[config.mk]
export PLATFORM = sky130hd
export DESIGN_NAME = fm_voice_seq
export DESIGN_NICKNAME = d
export VERILOG_FILES = /design/src/rtl/fm_voice_seq.sv
export SDC_FILE = /design/constraint.sdc
export NUM_CORES = 1
export LEC_CHECK = 0
export ABC_AREA = 1
export BUFFER_PORTS_ARGS = -buffer_cell sky130_fd_sc_hd__buf_2
export CORE_UTILIZATION = 55
export CTS_BUF_LIST = sky130_fd_sc_hd__clkbuf_8
export CTS_CLUSTER_SIZE = 10
export DETAILED_ROUTE_END_ITERATION = 8
export GPL_ROUTABILITY_DRIVEN = 0
export MAX_ROUTING_LAYER = met4
export PLACE_DENSITY_LB_ADDON = 0.15
export SYNTH_ARGS = -nofsm -noshare
export SYNTH_HDL_FRONTEND = slang
export SYNTH_SLANG_ARGS = --single-unit
[constraint.sdc]
create_clock -name clk -period 2.3 [get_ports clk]
set_input_delay 0.46 -clock clk [delete_from_list [all_inputs] [get_ports clk]]
set_output_delay 0.46 -clock clk [all_outputs]
set_load 0.02 [all_outputs]
[src/rtl/fm_voice_seq.sv]
// fm_voice_seq: sample tick, time-multiplexed operator sequencer, stereo
// accumulate/saturate mixer, key-on/restart bookkeeping and overrun flag.
// Optional build macro FMSEQ_PEAK_EN adds peak_l/peak_r meters and peak_clr.
module fm_voice_seq #(
    parameter  int NUM_OPS    = 64,
    parameter  int OPS_PER_CH = 2,
    parameter  int SAMPLE_DIV = 506,
    parameter  int RES_W      = 13,
    parameter  int OUT_W      = 16,
    localparam int NUM_CH     = NUM_OPS / OPS_PER_CH,
    localparam int OP_W       = $clog2(NUM_OPS),
    localparam int ACC_W      = RES_W + OP_W,
    localparam int CNT_W      = $clog2(SAMPLE_DIV)
) (
    input  logic              clk,
    input  logic              reset_n,
    input  logic              kon_wr,
    input  logic [NUM_CH-1:0] kon_wrdata,
    output logic              bus_wait,
    output logic [NUM_CH-1:0] kon,
    output logic [NUM_CH-1:0] restart,
    output logic [OP_W-1:0]   op_sel,
    output logic              op_next,
    output logic              op_first,
    input  logic [RES_W-1:0]  op_result,
    input  logic              op_sum,
    input  logic              op_pan_l,
    input  logic              op_pan_r,
    input  logic [1:0]        op_vol,
    output logic [OUT_W-1:0]  audio_l,
    output logic [OUT_W-1:0]  audio_r,
    output logic              audio_valid,
    output logic              overrun,
`ifdef FMSEQ_PEAK_EN
    input  logic              peak_clr,
    output logic [OUT_W-2:0]  peak_l,
    output logic [OUT_W-2:0]  peak_r,
`endif
    input  logic              overrun_clr
);

    typedef enum logic [1:0] {IDLE, START, PROCESS, NEXT} state_t;

    // Saturation bounds expressed at accumulator width
    localparam logic signed [ACC_W-1:0] SAT_MAX = {{(ACC_W-OUT_W+1){1'b0}}, {(OUT_W-1){1'b1}}};
    localparam logic signed [ACC_W-1:0] SAT_MIN = ~SAT_MAX;

    state_t                   state_q, state_d;
    logic [CNT_W-1:0]         cnt_q, cnt_d;
    logic                     tick_q, tick_d;
    logic [OP_W-1:0]          op_sel_q, op_sel_d;
    logic                     op_next_q, op_next_d;
    logic                     op_first_q, op_first_d;
    logic signed [ACC_W-1:0]  acc_l_q, acc_l_d, acc_r_q, acc_r_d;
    logic signed [ACC_W-1:0]  term_ext, term;
    logic [NUM_CH-1:0]        kon_q, kon_d, restart_q, restart_d;
    logic [OUT_W-1:0]         audio_l_q, audio_l_d, audio_r_q, audio_r_d;
    logic                     audio_valid_q, audio_valid_d;
    logic                     overrun_q, overrun_d;
    logic                     kon_accept, end_of_pass;

    function automatic logic [OUT_W-1:0] sat(input logic signed [ACC_W-1:0] a);
        if (a > SAT_MAX)
            return {1'b0, {(OUT_W-1){1'b1}}};
        else if (a < SAT_MIN)
            return {1'b1, {(OUT_W-1){1'b0}}};
        else
            return a[OUT_W-1:0];
    endfunction

    assign bus_wait    = kon_wr && (state_q != IDLE);
    assign kon_accept  = kon_wr && !bus_wait;
    assign end_of_pass = (state_q == NEXT) && (op_sel_q == OP_W'(NUM_OPS - 1));

    // Sample-rate divider; tick is a registered one-cycle pulse on wrap
    always_comb begin
        tick_d = (cnt_q == CNT_W'(SAMPLE_DIV - 1));
        cnt_d  = tick_d ? '0 : cnt_q + CNT_W'(1);
    end

    // Sequencer, mixer, key-on and overrun next-state logic
    always_comb begin
        state_d       = state_q;
        op_sel_d      = op_sel_q;
        op_first_d    = op_first_q;
        acc_l_d       = acc_l_q;
        acc_r_d       = acc_r_q;
        kon_d         = kon_q;
        restart_d     = restart_q;
        audio_l_d     = audio_l_q;
        audio_r_d     = audio_r_q;
        audio_valid_d = 1'b0;
        overrun_d     = overrun_q;
        term_ext      = ACC_W'($signed(op_result));
        term          = term_ext >>> op_vol;

        case (state_q)
            IDLE: begin
                if (tick_q)
                    state_d = START;
            end
            START: begin
                op_sel_d = '0;
                state_d  = PROCESS;
            end
            PROCESS: begin
                // During the initialisation pass results are not trusted
                if (!op_first_q && op_sum) begin
                    if (op_pan_l)
                        acc_l_d = acc_l_q + term;
                    if (op_pan_r)
                        acc_r_d = acc_r_q + term;
                end
                state_d = NEXT;
            end
            NEXT: begin
                if (!end_of_pass) begin
                    op_sel_d = op_sel_q + OP_W'(1);
                    state_d  = PROCESS;
                end else begin
                    audio_l_d     = sat(acc_l_q);
                    audio_r_d     = sat(acc_r_q);
                    acc_l_d       = '0;
                    acc_r_d       = '0;
                    restart_d     = '0;
                    op_first_d    = 1'b0;
                    audio_valid_d = 1'b1;
                    state_d       = IDLE;
                end
            end
            default: state_d = IDLE;
        endcase

        // Writes are only accepted in IDLE, so never collide with end-of-pass
        if (kon_accept) begin
            kon_d     = kon_wrdata;
            restart_d = restart_q | (~kon_q & kon_wrdata);
        end

        // A dropped tick takes priority over the clear request
        if (tick_q && (state_q != IDLE))
            overrun_d = 1'b1;
        else if (overrun_clr)
            overrun_d = 1'b0;
    end

    assign op_next_d = (state_d == NEXT);

    // State registers with asynchronous active-low reset
    always_ff @(posedge clk or negedge reset_n) begin
        if (!reset_n) begin
            state_q       <= IDLE;
            cnt_q         <= '0;
            tick_q        <= 1'b0;
            op_sel_q      <= '0;
            op_next_q     <= 1'b0;
            op_first_q    <= 1'b1;
            acc_l_q       <= '0;
            acc_r_q       <= '0;
            kon_q         <= '0;
            restart_q     <= '0;
            audio_l_q     <= '0;
            audio_r_q     <= '0;
            audio_valid_q <= 1'b0;
            overrun_q     <= 1'b0;
        end else begin
            state_q       <= state_d;
            cnt_q         <= cnt_d;
            tick_q        <= tick_d;
            op_sel_q      <= op_sel_d;
            op_next_q     <= op_next_d;
            op_first_q    <= op_first_d;
            acc_l_q       <= acc_l_d;
            acc_r_q       <= acc_r_d;
            kon_q         <= kon_d;
            restart_q     <= restart_d;
            audio_l_q     <= audio_l_d;
            audio_r_q     <= audio_r_d;
            audio_valid_q <= audio_valid_d;
            overrun_q     <= overrun_d;
        end
    end

    assign kon         = kon_q;
    assign restart     = restart_q;
    assign op_sel      = op_sel_q;
    assign op_next     = op_next_q;
    assign op_first    = op_first_q;
    assign audio_l     = audio_l_q;
    assign audio_r     = audio_r_q;
    assign audio_valid = audio_valid_q;
    assign overrun     = overrun_q;

`ifdef FMSEQ_PEAK_EN
    logic [OUT_W-2:0] peak_l_q, peak_l_d, peak_r_q, peak_r_d;
    logic [OUT_W-2:0] mag_l, mag_r;

    // Magnitude of a saturated sample; the most negative code reads as full scale
    function automatic logic [OUT_W-2:0] mag(input logic [OUT_W-1:0] s);
        logic [OUT_W-1:0] n;
        n = -s;
        if (!s[OUT_W-1])
            return s[OUT_W-2:0];
        else if (s == {1'b1, {(OUT_W-1){1'b0}}})
            return '1;
        else
            return n[OUT_W-2:0];
    endfunction

    // Peak hold; a clear coinciding with an update restarts from that sample
    always_comb begin
        mag_l    = mag(audio_l_d);
        mag_r    = mag(audio_r_d);
        peak_l_d = peak_l_q;
        peak_r_d = peak_r_q;
        if (end_of_pass) begin
            peak_l_d = (peak_clr || mag_l > peak_l_q) ? mag_l : peak_l_q;
            peak_r_d = (peak_clr || mag_r > peak_r_q) ? mag_r : peak_r_q;
        end else if (peak_clr) begin
            peak_l_d = '0;
            peak_r_d = '0;
        end
    end

    // Peak registers
    always_ff @(posedge clk or negedge reset_n) begin
        if (!reset_n) begin
            peak_l_q <= '0;
            peak_r_q <= '0;
        end else begin
            peak_l_q <= peak_l_d;
            peak_r_q <= peak_r_d;
        end
    end

    assign peak_l = peak_l_q;
    assign peak_r = peak_r_q;
`endif

endmodule

==> reports/results.tsv <==
metric	value	unit
outcome	finished clean	
TritonCTS Buffers	17	
final hold vios	0	
drt via density	5.31	
share of layout cells above drive strength 1	21.9	%
slowest CP cell	ha_1	
core box area	15100	sq um
initial antenna violation count	0	
GRT Max-Usage Layer	met2	
synth warn	0	
worst min path class	in2reg	
Area growth syn-to-layout	22.1	%
Worst Path Required	2.65	ns
syn_nets	1180	
first-pass GRT wire length	37200	um
Die W	126	um
clk slew on worst S/H paths	0.09	ns
initial DRC count	580	
Yosys top cell area share	45.7	%
Post-Route WL	22300	um
Async S/R FF share, synth	100	%
Slew Viols, Final	0	
WL per Instance	14.8	um
row count	45	
# Max-Cap Violations	0	
CP cell instances	clkbuf_4 -> mux2i_1 -> inv_1 -> nand2_1 -> o21ai_0 -> ha_1 -> nand2_1 -> nor2_1 -> nand3_1 -> nand3_1 -> nand2_1 -> nand2_1 -> nand2_1 -> nand3_1 -> nand2_1	
Slew @ Worst Pin	0.558	ns
Setup crit start	op_vol[0]	
Pleak	5.76	nW
largest net degree at the start of global routing	58	
met1 global-route usage	40.4	%
input/output buffers	160	
CP most frequent cell	nand2_1	
Die Height	126	um
pwr/cell area	559	nW/um^2
met3 GRT Util	6.20	%
Remaining DRCs	0	
sequential area share after synthesis	46.0	%
diode count	0	
most area-consuming cells after synthesis	dfrtp_1, nand2_1, o21ai_0, ha_1, inv_1	
GRT Total Usage	30.5	%
worst vdd ir	584	uV
post-synthesis register bit count	156	
count of final setup violators	0	
setup ws final	0.121	ns
Primary FF master, synth	dfrtp_1	
Arr. time, crit path	2.53	ns
clk sinks	156	
grt met2 use	48.2	%
Setup Skew	0.0142	ns
Critical Path Fanout Max	18	
Slew headroom	62.8	%
Crit Path Category	in2reg	
total number of vias	8004	
Setup crit start kind	input pin	
pre-CTS WS	-0.414	ns
CTS Buffer Depth	2	
worst-skew pair later-pin latency	0.46	ns
CTS root buffer	clkbuf_8	
unrepaired setup endpoints after global routing	true	
min-delay src	overrun_clr	
commonest non-fill, non-tap cells in the layout	nand2_1, buf_2, dfrtp_1, inv_1, o21ai_0	
Setup crit end kind	register	
CTS tree	built	
hold slack	0.185	ns
Tcrit/Tclk final	94.7	%
Post-synth EDFFs	0	
Synth Area per Inst	7.82	sq um
post-synth cell types	39	
initial core utilization	56.0	%
vias in the first global route	7813	
Post-Synthesis Cells	1085	
total gr overflow	0	
crit-path max cell delay	0.47	ns
fmax	459	MHz
RR Startpoint	acc_l_q[0]	
Post-DRT Antenna Nets	0	
H-tree depth	4	
area leader, netlist	dfrtp_1	
IO Count	161	
leading cell type in the layout, fill and taps excluded	nand2_1	
first-pass iteration count of the detailed router	5	
Die ar.	15900	sq um
Top delay family on crit path	simple AND/OR/NAND/NOR gates	
min cycle time layout	2.18	ns
HPWL after DPL	16400	um
crit path buf inv count	2	
synthesized area	8490	sq um
fin nets	1402	
-- stage by stage --
stage | std cells | power [W] | instance area [sq um] | setup TNS (ns) | utilization, %
after floorplan | 1085 | 0.00332 | 8490 | 0 | -
after global placement | 1471 | 0.00368 | 9890 | -9.00 | 65.3
after detailed placement | 1471 | 0.00369 | 9890 | -10.35 | 65.3
after CTS | 1502 | 0.00580 | 10300 | 0 | 68.0
after global routing | 1506 | 0.00603 | 10400 | -0.0444 | 68.5
final | 1506 | 0.00580 | 10400 | 0 | 68.5
-- what timing repair did --
| item | 4_1_cts | 5_1_grt |
|---|---|---|
| resized for setup | 0 | 21 |
| buffers inserted | 0 | 4 |
| hold buffers | 1 | 0 |
| endpoints found under the hold margin | 46 | 0 |
| endpoints found under the setup margin | 0 | 26 |
-- cells in the mapped netlist (2+ instances only) --
cell / count
nand2_2: 2
o21ai_1: 28
buf_6: 8
fa_1: 2
buf_4: 3
nor2_1: 54
o31ai_2: 5
xor2_1: 4
nand4_1: 2
inv_1: 97
nor2_2: 3
clkbuf_1: 15
o21ai_0: 109
inv_2: 4
dfrtp_1: 155
a22o_1: 11
nand2_1: 370
ha_1: 39
o31ai_1: 2
nand3_1: 53
buf_2: 6
nor3_1: 10
nand3b_1: 9
o22ai_1: 8
a31oi_1: 2
xnor2_1: 12
a21o_1: 4
a21oi_1: 57
-- sequential cells by signal, indices dropped and copies added, names as in the netlist --
signal and count:
tick_q 1, kon 32, op_first 1, restart 32
overrun 1, state_q 2, op_sel 6, audio_l 16
audio_valid 1, audio_r 16, acc_r_q 19, acc_l_q 19
cnt_q 9, op_next 1
-- worst paths after layout --
| kind | endpoint | slack (ns) | depth (start not counted) |
|---|---|---|---|
| worst max-delay path | acc_r_q[18] | 0.12 | 15 |
| worst min-delay path | overrun | 0.19 | 2 |
| worst max register to register | acc_l_q[16] | 0.40 | 10 |
| worst min register to register | restart[13] | 0.46 | 1 |
| max in group asynchronous | acc_l_q[1] | 1.08 | 3 |
| min in group asynchronous | audio_l[12] | 0.53 | 2 |
-- kinds of logic (layout without fill, tap and decap cells) --
| family | after synthesis | in the layout | synth area share (%) |
|---|---|---|---|
| AND/OR/NAND/NOR | 508 | 508 | 24.3 |
| AO/OA/AOI/OAI | 228 | 228 | 14.8 |
| flip-flops | 156 | 156 | 46.0 |
| buffers and inverters | 134 | 367 | 6.85 |
| adder cells (fa/ha/maj) | 41 | 41 | 6.22 |
| XOR/XNOR | 16 | 16 | 1.65 |
| multiplexers | 2 | 2 | 0.251 |
-- worst reg2reg max path: cells and delay by family (launching register included) --
kind / cells / cell delay (ns)
AND/OR/NAND/NOR: 8 / 0.78
adder cells (fa/ha/maj): 2 / 0.62
flip-flops: 1 / 0.42
-- power breakdown --
| group | switching (W) | total (W) | internal (W) |
|---|---|---|---|
| combinational | 0.000493 | 0.000825 | 0.000332 |
| clock | 0.00109 | 0.00213 | 0.00103 |
| sequential | 0.0000462 | 0.00284 | 0.00280 |
-- per-layer routing --
metal | vias to the layer above | wire length (um)
met3 | 28 | 1220
met4 | 0 | 359
met1 | 3755 | 10300
met5 | - | 0
li1 | 3990 | -
met2 | 231 | 10400
-- area by class of cell --
| class | count | area [sq um] |
|---|---|---|
| Clock inverter | 11 | 135 |
| Sequential cell | 156 | 3910 |
| Fill cell | 1296 | 4780 |
| Clock buffer | 19 | 262 |
| Timing Repair Buffer | 235 | 1410 |
| Inverter | 102 | 383 |
| Tap cell | 188 | 235 |
| Multi-Input combinational cell | 795 | 4040 |
(Power assumes the default switching activity.)
